### src/rtl/sm3_cmprss_core_mr.sv
// SM3 compression core running RND_PER_CYC rounds per clock, chaining blocks internally.
// Optional macro SM3_CMPRSS_MID_DGST_EN emits every intermediate chaining value with a last flag.
module sm3_cmprss_core_mr #(
  parameter int RND_PER_CYC = 1
) (
  input  logic                       clk,
  input  logic                       rst,
  input  logic [32*RND_PER_CYC-1:0]  expnd_inpt_wj_i,
  input  logic [32*RND_PER_CYC-1:0]  expnd_inpt_wjj_i,
  input  logic                       expnd_inpt_lst_i,
  input  logic                       expnd_inpt_vld_i,
  output logic                       expnd_inpt_rdy_o,
  output logic [255:0]               cmprss_otpt_res_o,
  output logic                       cmprss_otpt_vld_o,
  input  logic                       cmprss_otpt_rdy_i,
`ifdef SM3_CMPRSS_MID_DGST_EN
  output logic                       cmprss_otpt_lst_o,
`endif
  output logic                       cmprss_busy_o
);

  localparam int BEATS_PER_BLK = 64 / RND_PER_CYC;
  localparam int CNT_W         = $clog2(BEATS_PER_BLK);

  localparam logic [255:0] IV = 256'h7380166f_4914b2b9_172442d7_da8a0600_a96f30bc_163138aa_e38dee4d_b0fb0e4e;
  localparam logic [31:0]  T_LO = 32'h79cc4519;
  localparam logic [31:0]  T_HI = 32'h7a879d8a;

  localparam logic [1:0] RUN  = 2'd0;
  localparam logic [1:0] FOLD = 2'd1;
  localparam logic [1:0] OUT  = 2'd2;

  if (RND_PER_CYC != 1 && RND_PER_CYC != 2 && RND_PER_CYC != 4 && RND_PER_CYC != 8) begin : g_rpc_chk
    $error("sm3_cmprss_core_mr: RND_PER_CYC must be 1, 2, 4 or 8");
  end

  logic [1:0]       state;
  logic [CNT_W-1:0] beat_cnt;
  logic [255:0]     v;
  logic [255:0]     abcd;
  logic [255:0]     rnd_nxt;
  logic             lst_q;

  function automatic logic [31:0] rotl(input logic [31:0] x, input logic [4:0] n);
    logic [63:0] d;
    d = {x, x} << n;
    return d[63:32];
  endfunction

  function automatic logic [31:0] p0(input logic [31:0] x);
    return x ^ rotl(x, 5'd9) ^ rotl(x, 5'd17);
  endfunction

  // One SM3 round; state packed A..H from MSB to LSB, same as the digest layout.
  function automatic logic [255:0] sm3_round(input logic [255:0] s, input logic [5:0] j,
                                             input logic [31:0] w, input logic [31:0] wp);
    logic [31:0] a, b, c, d, e, f, g, h;
    logic [31:0] tj, a12, ss1, ss2, ff, gg, tt1, tt2;
    {a, b, c, d, e, f, g, h} = s;
    tj  = (j < 6'd16) ? T_LO : T_HI;
    a12 = rotl(a, 5'd12);
    ss1 = rotl(a12 + e + rotl(tj, j[4:0]), 5'd7);
    ss2 = ss1 ^ a12;
    if (j < 6'd16) begin
      ff = a ^ b ^ c;
      gg = e ^ f ^ g;
    end else begin
      ff = (a & b) | (a & c) | (b & c);
      gg = (e & f) | (~e & g);
    end
    tt1 = ff + d + ss2 + wp;
    tt2 = gg + h + ss1 + w;
    return {tt1, a, rotl(b, 5'd9), c, p0(tt2), e, rotl(f, 5'd19), g};
  endfunction

  // NOTE: rnd_nxt is a combinational chain, so it is defaulted first and updated
  // with blocking assignments; each lane sees the previous lane's result.
  always_comb begin
    rnd_nxt = abcd;
    for (int k = 0; k < RND_PER_CYC; k++) begin
      rnd_nxt = sm3_round(rnd_nxt, 6'(int'(beat_cnt) * RND_PER_CYC + k),
                          expnd_inpt_wj_i[32*k +: 32], expnd_inpt_wjj_i[32*k +: 32]);
    end
  end

  // NOTE: all state is registered with non-blocking assignments so every register
  // samples pre-edge values; the round datapath and V are reset to IV, not zero.
  always_ff @(posedge clk) begin
    if (rst) begin
      state    <= RUN;
      beat_cnt <= '0;
      v        <= IV;
      abcd     <= IV;
      lst_q    <= 1'b0;
    end else begin
      case (state)
        RUN: begin
          if (expnd_inpt_vld_i) begin
            abcd <= rnd_nxt;
            if (beat_cnt == CNT_W'(BEATS_PER_BLK - 1)) begin
              beat_cnt <= '0;
              lst_q    <= expnd_inpt_lst_i;
              state    <= FOLD;
            end else begin
              beat_cnt <= beat_cnt + CNT_W'(1);
            end
          end
        end
        FOLD: begin
          v    <= v ^ abcd;
          abcd <= v ^ abcd;
`ifdef SM3_CMPRSS_MID_DGST_EN
          state <= OUT;
`else
          state <= lst_q ? OUT : RUN;
`endif
        end
        OUT: begin
          if (cmprss_otpt_rdy_i) begin
`ifdef SM3_CMPRSS_MID_DGST_EN
            // Intermediate values keep chaining; only a final digest restarts from IV.
            if (lst_q) begin
              v    <= IV;
              abcd <= IV;
            end
`else
            v    <= IV;
            abcd <= IV;
`endif
            state <= RUN;
          end
        end
        default: state <= RUN;
      endcase
    end
  end

  assign expnd_inpt_rdy_o  = (state == RUN);
  assign cmprss_otpt_vld_o = (state == OUT);
  assign cmprss_otpt_res_o = cmprss_otpt_vld_o ? v : '0;
  assign cmprss_busy_o     = (beat_cnt != '0) || (state != RUN);
`ifdef SM3_CMPRSS_MID_DGST_EN
  assign cmprss_otpt_lst_o = cmprss_otpt_vld_o & lst_q;
`endif

endmodule

### config.mk
export PLATFORM = sky130hd
export DESIGN_NAME = sm3_cmprss_core_mr
export DESIGN_NICKNAME = d
export VERILOG_FILES = /design/src/rtl/sm3_cmprss_core_mr.sv
export SDC_FILE = /design/constraint.sdc
export NUM_CORES = 2
export LEC_CHECK = 0
export CORE_MARGIN = 5
export CORE_UTILIZATION = 30
export DETAILED_ROUTE_END_ITERATION = 10
export PLACE_DENSITY = 0.43
export SLEW_MARGIN = 10
export SYNTH_ARGS = -nofsm -noshare
export SYNTH_HDL_FRONTEND = slang
export SYNTH_SLANG_ARGS = --single-unit
export TNS_END_PERCENT = 20
### constraint.sdc
create_clock -name clk -period 11.3 [get_ports clk]
set_input_delay 2.26 -clock clk [delete_from_list [all_inputs] [get_ports clk]]
set_output_delay 2.26 -clock clk [all_outputs]
set_load 0.02 [all_outputs]
---- After elaboration in Yosys (flattened, before gate mapping) ----
Cells that the tools add are included.
storage, ports and cells
  bits of input ports ..................... 69
  logic and storage cells ................. 64
  output and inout port bits .............. 259
  register bits after elaboration ......... 521
cells by class
  shifts and indexed selects .............. 1
  order comparisons ....................... 1
  bitwise operators ....................... 17
  add/sub/neg operators ................... 9
  eq/ne operators ......................... 6
  multiplexer cells ....................... 14
  reduce and logical (&&, ||, !) cells .... 11
operator list
  cell                                                                   count
  256-bit two-way mux                                                    3
  256-bit one-hot mux with 3 select lines                                1
  256-bit one-hot mux with 2 select lines                                1
  32-bit adder                                                           8
  256-bit XOR                                                            1
  32-bit XOR                                                             7
  32-bit AND                                                             5
  32-bit OR                                                              3
  32-bit two-way mux                                                     2
  63-bit by 5-bit left shift with 64-bit output                          1
  32-bit inverter                                                        1
  26-bit two-way mux                                                     1
  3-bit AND reduction                                                    3
  2-bit two-way mux                                                      4
  6-bit by 1-bit adder with 6-bit output (second input constant)         1
  6-bit equality test (second input constant)                            1
  6-bit by 5-bit < comparator with 1-bit output (second input constant)  1
  6-bit two-way mux                                                      1
  2-bit one-hot mux with 3 select lines                                  1
  6-bit nonzero test                                                     1
  2-bit by 1-bit != test with 1-bit output (second input constant)       2
  2-bit AND reduction                                                    2
  2-bit nonzero test                                                     2
  3-bit nonzero test                                                     1
  other kinds (5)                                                        5

---- Logic depth before layout (Yosys ltp) ----
  word-level depth ........................ 11
  depth in mapped cells ................... 40
  gate-level depth less buffers ........... 37

---- Worst setup path before layout ----
No wires, ideal clock.
  kind .................................... register -> register
  start point ............................. reg beat_cnt[5]
  end point ............................... reg abcd[244]
  cell stages (with the launch flop) ...... 36
  path buffers ............................ 3
  clock period less this slack ............ 8.481 ns
  path slack .............................. 2.819 ns
  arrival ................................. 8.395 ns
  library setup time ...................... 0.086 ns
  data required time ...................... 11.214 ns
  cells stage by stage .................... dfxtp_1 -> nor2_2 -> inv_2 -> clkbuf_1 -> clkbuf_1 -> clkbuf_1 -> ha_1 -> or2_2 -> a21oi_1 -> a221oi_1 -> mux2_2 -> a21oi_1 -> fa_1 -> ha_1 -> o21a_1 -> o2111ai_1 -> o221ai_2 -> nor3_1 -> o21bai_1 -> a311o_1 -> a221o_1 -> a21oi_1 -> xnor2_1 -> xnor2_1 -> fa_1 -> ha_1 -> o21a_1 -> o21a_1 -> o211ai_1 -> o21ai_0 -> a21oi_1 -> nor3_1 -> a2111oi_0 -> a21oi_1 -> xnor2_1 -> a211oi_1
on the way
  longest elaborated chain between the ends .. 9
RTL lines
  what                                               RTL line  source
  start: declaration                                 38        logic [CNT_W-1:0] beat_cnt;
  start signal: assignment                           105       beat_cnt <= beat_cnt + CNT_W'(1);
  6-bit by 5-bit < comparator with 1-bit output (*)  60, 64
  26-bit two-way mux                                 60        tj = (j < 6'd16) ? T_LO : T_HI;
  63-bit by 5-bit left shift with 64-bit output      46        d = {x, x} << n;
  32-bit adder                                       62        ss1 = rotl(a12 + e + rotl(tj, j[4:0]), 5'd7);
  32-bit XOR                                         63        ss2 = ss1 ^ a12;
  32-bit adder (*) (2 in a row)                      71        tt1 = ff + d + ss2 + wp;
  256-bit two-way mux (*)                            98        if (expnd_inpt_vld_i) begin
  256-bit one-hot mux with 3 select lines (*)        96        case (state)
  end signal: assignment                             99        abcd <= rnd_nxt;
  end signal: assignment                             111       abcd <= v ^ abcd;
  end: declaration                                   40        logic [255:0] abcd;
Every way passes the cells marked *; elsewhere a longest branch is shown, timed or not. The select of a mux whose other input is x is not followed.
A chain may end at the register's enable or synchronous reset.

---- Worst setup path in the final report ----
  start point ............................. reg beat_cnt[4]
  end point ............................... reg abcd[244]
on the way
  longest elaborated chain between the ends .. 9
RTL lines
  what                                           RTL line
  6-bit by 5-bit < comparator with 1-bit output  60, 64
  26-bit two-way mux                             60
  63-bit by 5-bit left shift with 64-bit output  46
  32-bit adder                                   62
  32-bit XOR                                     63
  32-bit adder (*) (2 in a row)                  71
  256-bit two-way mux (*)                        98
  256-bit one-hot mux with 3 select lines (*)    96
Marked as above.

==> results.toml <==
[status]
status = "finished, final reports clean"

[sta]
hold_violations = 0
finalCritPeriodShare = 0.815
worst_pin_slew_ns = 1.08
final_max_slew_viol_count = 0
clock_skew_ns = 0.0335
fmax_mhz = 109
fin_crit_ns = 9.21
maxSlewHeadroom = 0.272
rsz0062_at_grt = "no"
setup_viol = 0
setup_tns_ns = 0

[layout]
drive_gt1_frac = 0.0491
syn_to_final_growth_pct = 16.8
nNetsFinal = 5866
final_cells = 7352
fin_util = 0.352

[clock_network]
cts.repair.resized = 0
ctsHtreeMaxLevel = 3
cts_buffer_depth = 3
cts_root_buf = "clkbuf_16"
clock_latency_ns = 0.70
cts_tree = "built"
cts_buffers = 71
post_cts_buffers = 0
ctsHoldBuffers = 0
clk_pin_slew_worst_paths_ns = 0.06
clock-sinks = 521

[worst_setup_path]
critPathRequiredTime_ns = 11.89
crit_family = "compound AO/OA/AOI/OAI gates"
crit_path_start_kind = "flip-flop"
worst_path_most_repeated_cell = "a21oi_1"
cp_slowest_stage_delay_ns = 0.66
rr_worst_depth = 36
critPathBufInv = 4
timing.reg2reg.setup_slack_ns = 2.09
crit_path_end_kind = "flip-flop"
reg2reg_from = "beat_cnt[4]"
cp_max_fo = 48
critPathKind = "flip-flop to flip-flop"
arrival_ns = 9.81
r2r_end = "abcd[244]"
cpMaxStageDelayCell = "a2111oi_0"

[yosys]
synth_seq_cells = 521
netlist_area_um2 = 41300
avgSynthCellArea_um2 = 7.53
synth_cells = 5494
synth-main-ff-cell = "dfxtp_1"
yosysWarnings = 0
syn_nets = 5855
synthArstFlopShare = 0
synth_edf_count = 0
seq_area_frac_synth = 0.252
synthDistinctLibCells = 95

[placement]
portBuffers = 327
gp_congestion = 0.945
hpwlAfterDp_um = 149000
dp.cells = 7226

[routing]
antenna_left = 0
dr_total_vias = 41113
wl_met2_um = 97400
dr.pass1.iters = 6
drc = 0
top_layer = "met4"
vias_per_cell = 5.59
wl_met1_um = 87400
wl_um = 206000
wl_met3_um = 9970
post_drt_wl_per_cell_um = 28.0
drt-initial-drc-count = 3751

[worst_hold_path]
min-delay-start = "lst_q"
min_path_cells = 2
holdPathEnd = "state[1]"
hold_class = "flip-flop to flip-flop"

[floorplanning]
die_y_um = 381
core-area_um2 = 137000
rows = 136
die_w_um = 381
dieArea_um2 = 145000
initial_core_util = 0.301
pin_count = 328

[global_route]
grtUsageTotal = 0.271
grt_max_degree = 179
antenna_found_initial = 8
overflow = 0
grt_pass1_wl_um = 292000
grt_pass1_vias = 38620

[flow_run]
cap_violations = 0
metal layers:
layer	GRT usage	vias to the layer above
met3	0.0336	282
met2	0.457	1386
met4	0.120	0
met5	0	-
li1	-	19110
met1	0.348	20335
cells by family after synthesis:
logic type	share of synthesized area
flops	0.252
simple gates	0.211
compound gates	0.257
xor+xnor	0.0598
fa+ha+maj	0.123
mux	0.0235
buf+inv	0.0741
stage by stage:
| step | hold slack, ns | setup WS, ns | instance area [um^2] |
|---|---|---|---|
| after floorplan | 0.447 | 2.82 | 41300 |
| after global placement | 0.482 | 2.17 | 45900 |
| after detailed placement | 0.476 | 2.11 | 45900 |
| after CTS | 0.490 | 2.03 | 48300 |
| after global routing | 0.512 | 1.32 | 48300 |
| final | 0.487 | 2.09 | 48300 |
how the worst max path moves through the flow:
stage	from	endpoint	slack [ns]	cells after the start
after floorplan	beat_cnt[5]	abcd[244]	2.82	35
after global placement	beat_cnt[4]	abcd[244]	2.17	36
after detailed placement	beat_cnt[4]	abcd[244]	2.11	36
after CTS	beat_cnt[4]	abcd[244]	2.03	36
after global routing	beat_cnt[4]	abcd[244]	1.32	36
final	beat_cnt[4]	abcd[244]	2.09	36
tightest hold or removal path, cell delays in order, from the launching register on:
cell and delay [ns]:
dfxtp_1 0.31, nand3_1 0.06, a21oi_1 0.06
layout by cell type, fill, tap and decap left out, drive strengths merged, types with 37 or more instances in the layout:
cell	n
a21oi	689
a211oi	106
or4	37
o311ai	108
and2	259
nor3	72
a21o	69
nand3	149
xnor2	118
ha	104
nor2b	126
buf	103
dfxtp	521
mux2i	88
and3	48
o21ai	589
clkdlybuf4s50	326
nor2	460
nand2	359
inv	312
clkbuf	96
nor3b	77
nand3b	82
fa	188
xor2	159
registers in the layout, indices dropped and copies added, names as in the netlist:
name / count
lst_q: 1
v: 256
abcd: 256
beat_cnt: 6
state: 2
cell usage after synthesis (66+ instances only):
cell type	n	share of area
nor3_1	72	0.0087
clkbuf_1	450	0.041
o311ai_0	106	0.022
and2_1	259	0.039
fa_1	188	0.091
nand2_1	359	0.033
a21o_1	66	0.012
ha_1	104	0.031
nor2_1	458	0.042
nor3b_1	77	0.014
a211oi_1	104	0.019
xnor2_1	113	0.024
nand3b_1	82	0.015
xor2_1	158	0.033
nand3_1	149	0.018
mux2i_1	88	0.021
o21ai_0	587	0.071
dfxtp_1	521	0.25
nor2b_1	126	0.019
inv_1	306	0.028
a21oi_1	687	0.083
cell type report:
cell class / count / area (um^2)
clock buffer: 96 / 1980
sequential: 521 / 10400
inverter: 309 / 1170
clock inverter: 29 / 410
multi-input combinational: 4173 / 27900
tap: 1794 / 2240
timing repair buffer: 429 / 4110
fill: 14515 / 88900
antenna: 1 / 2.50
Power is left out: the tool's default activity adds up to more than one toggle a clock period on the data nets, which glitch-free logic cannot reach.
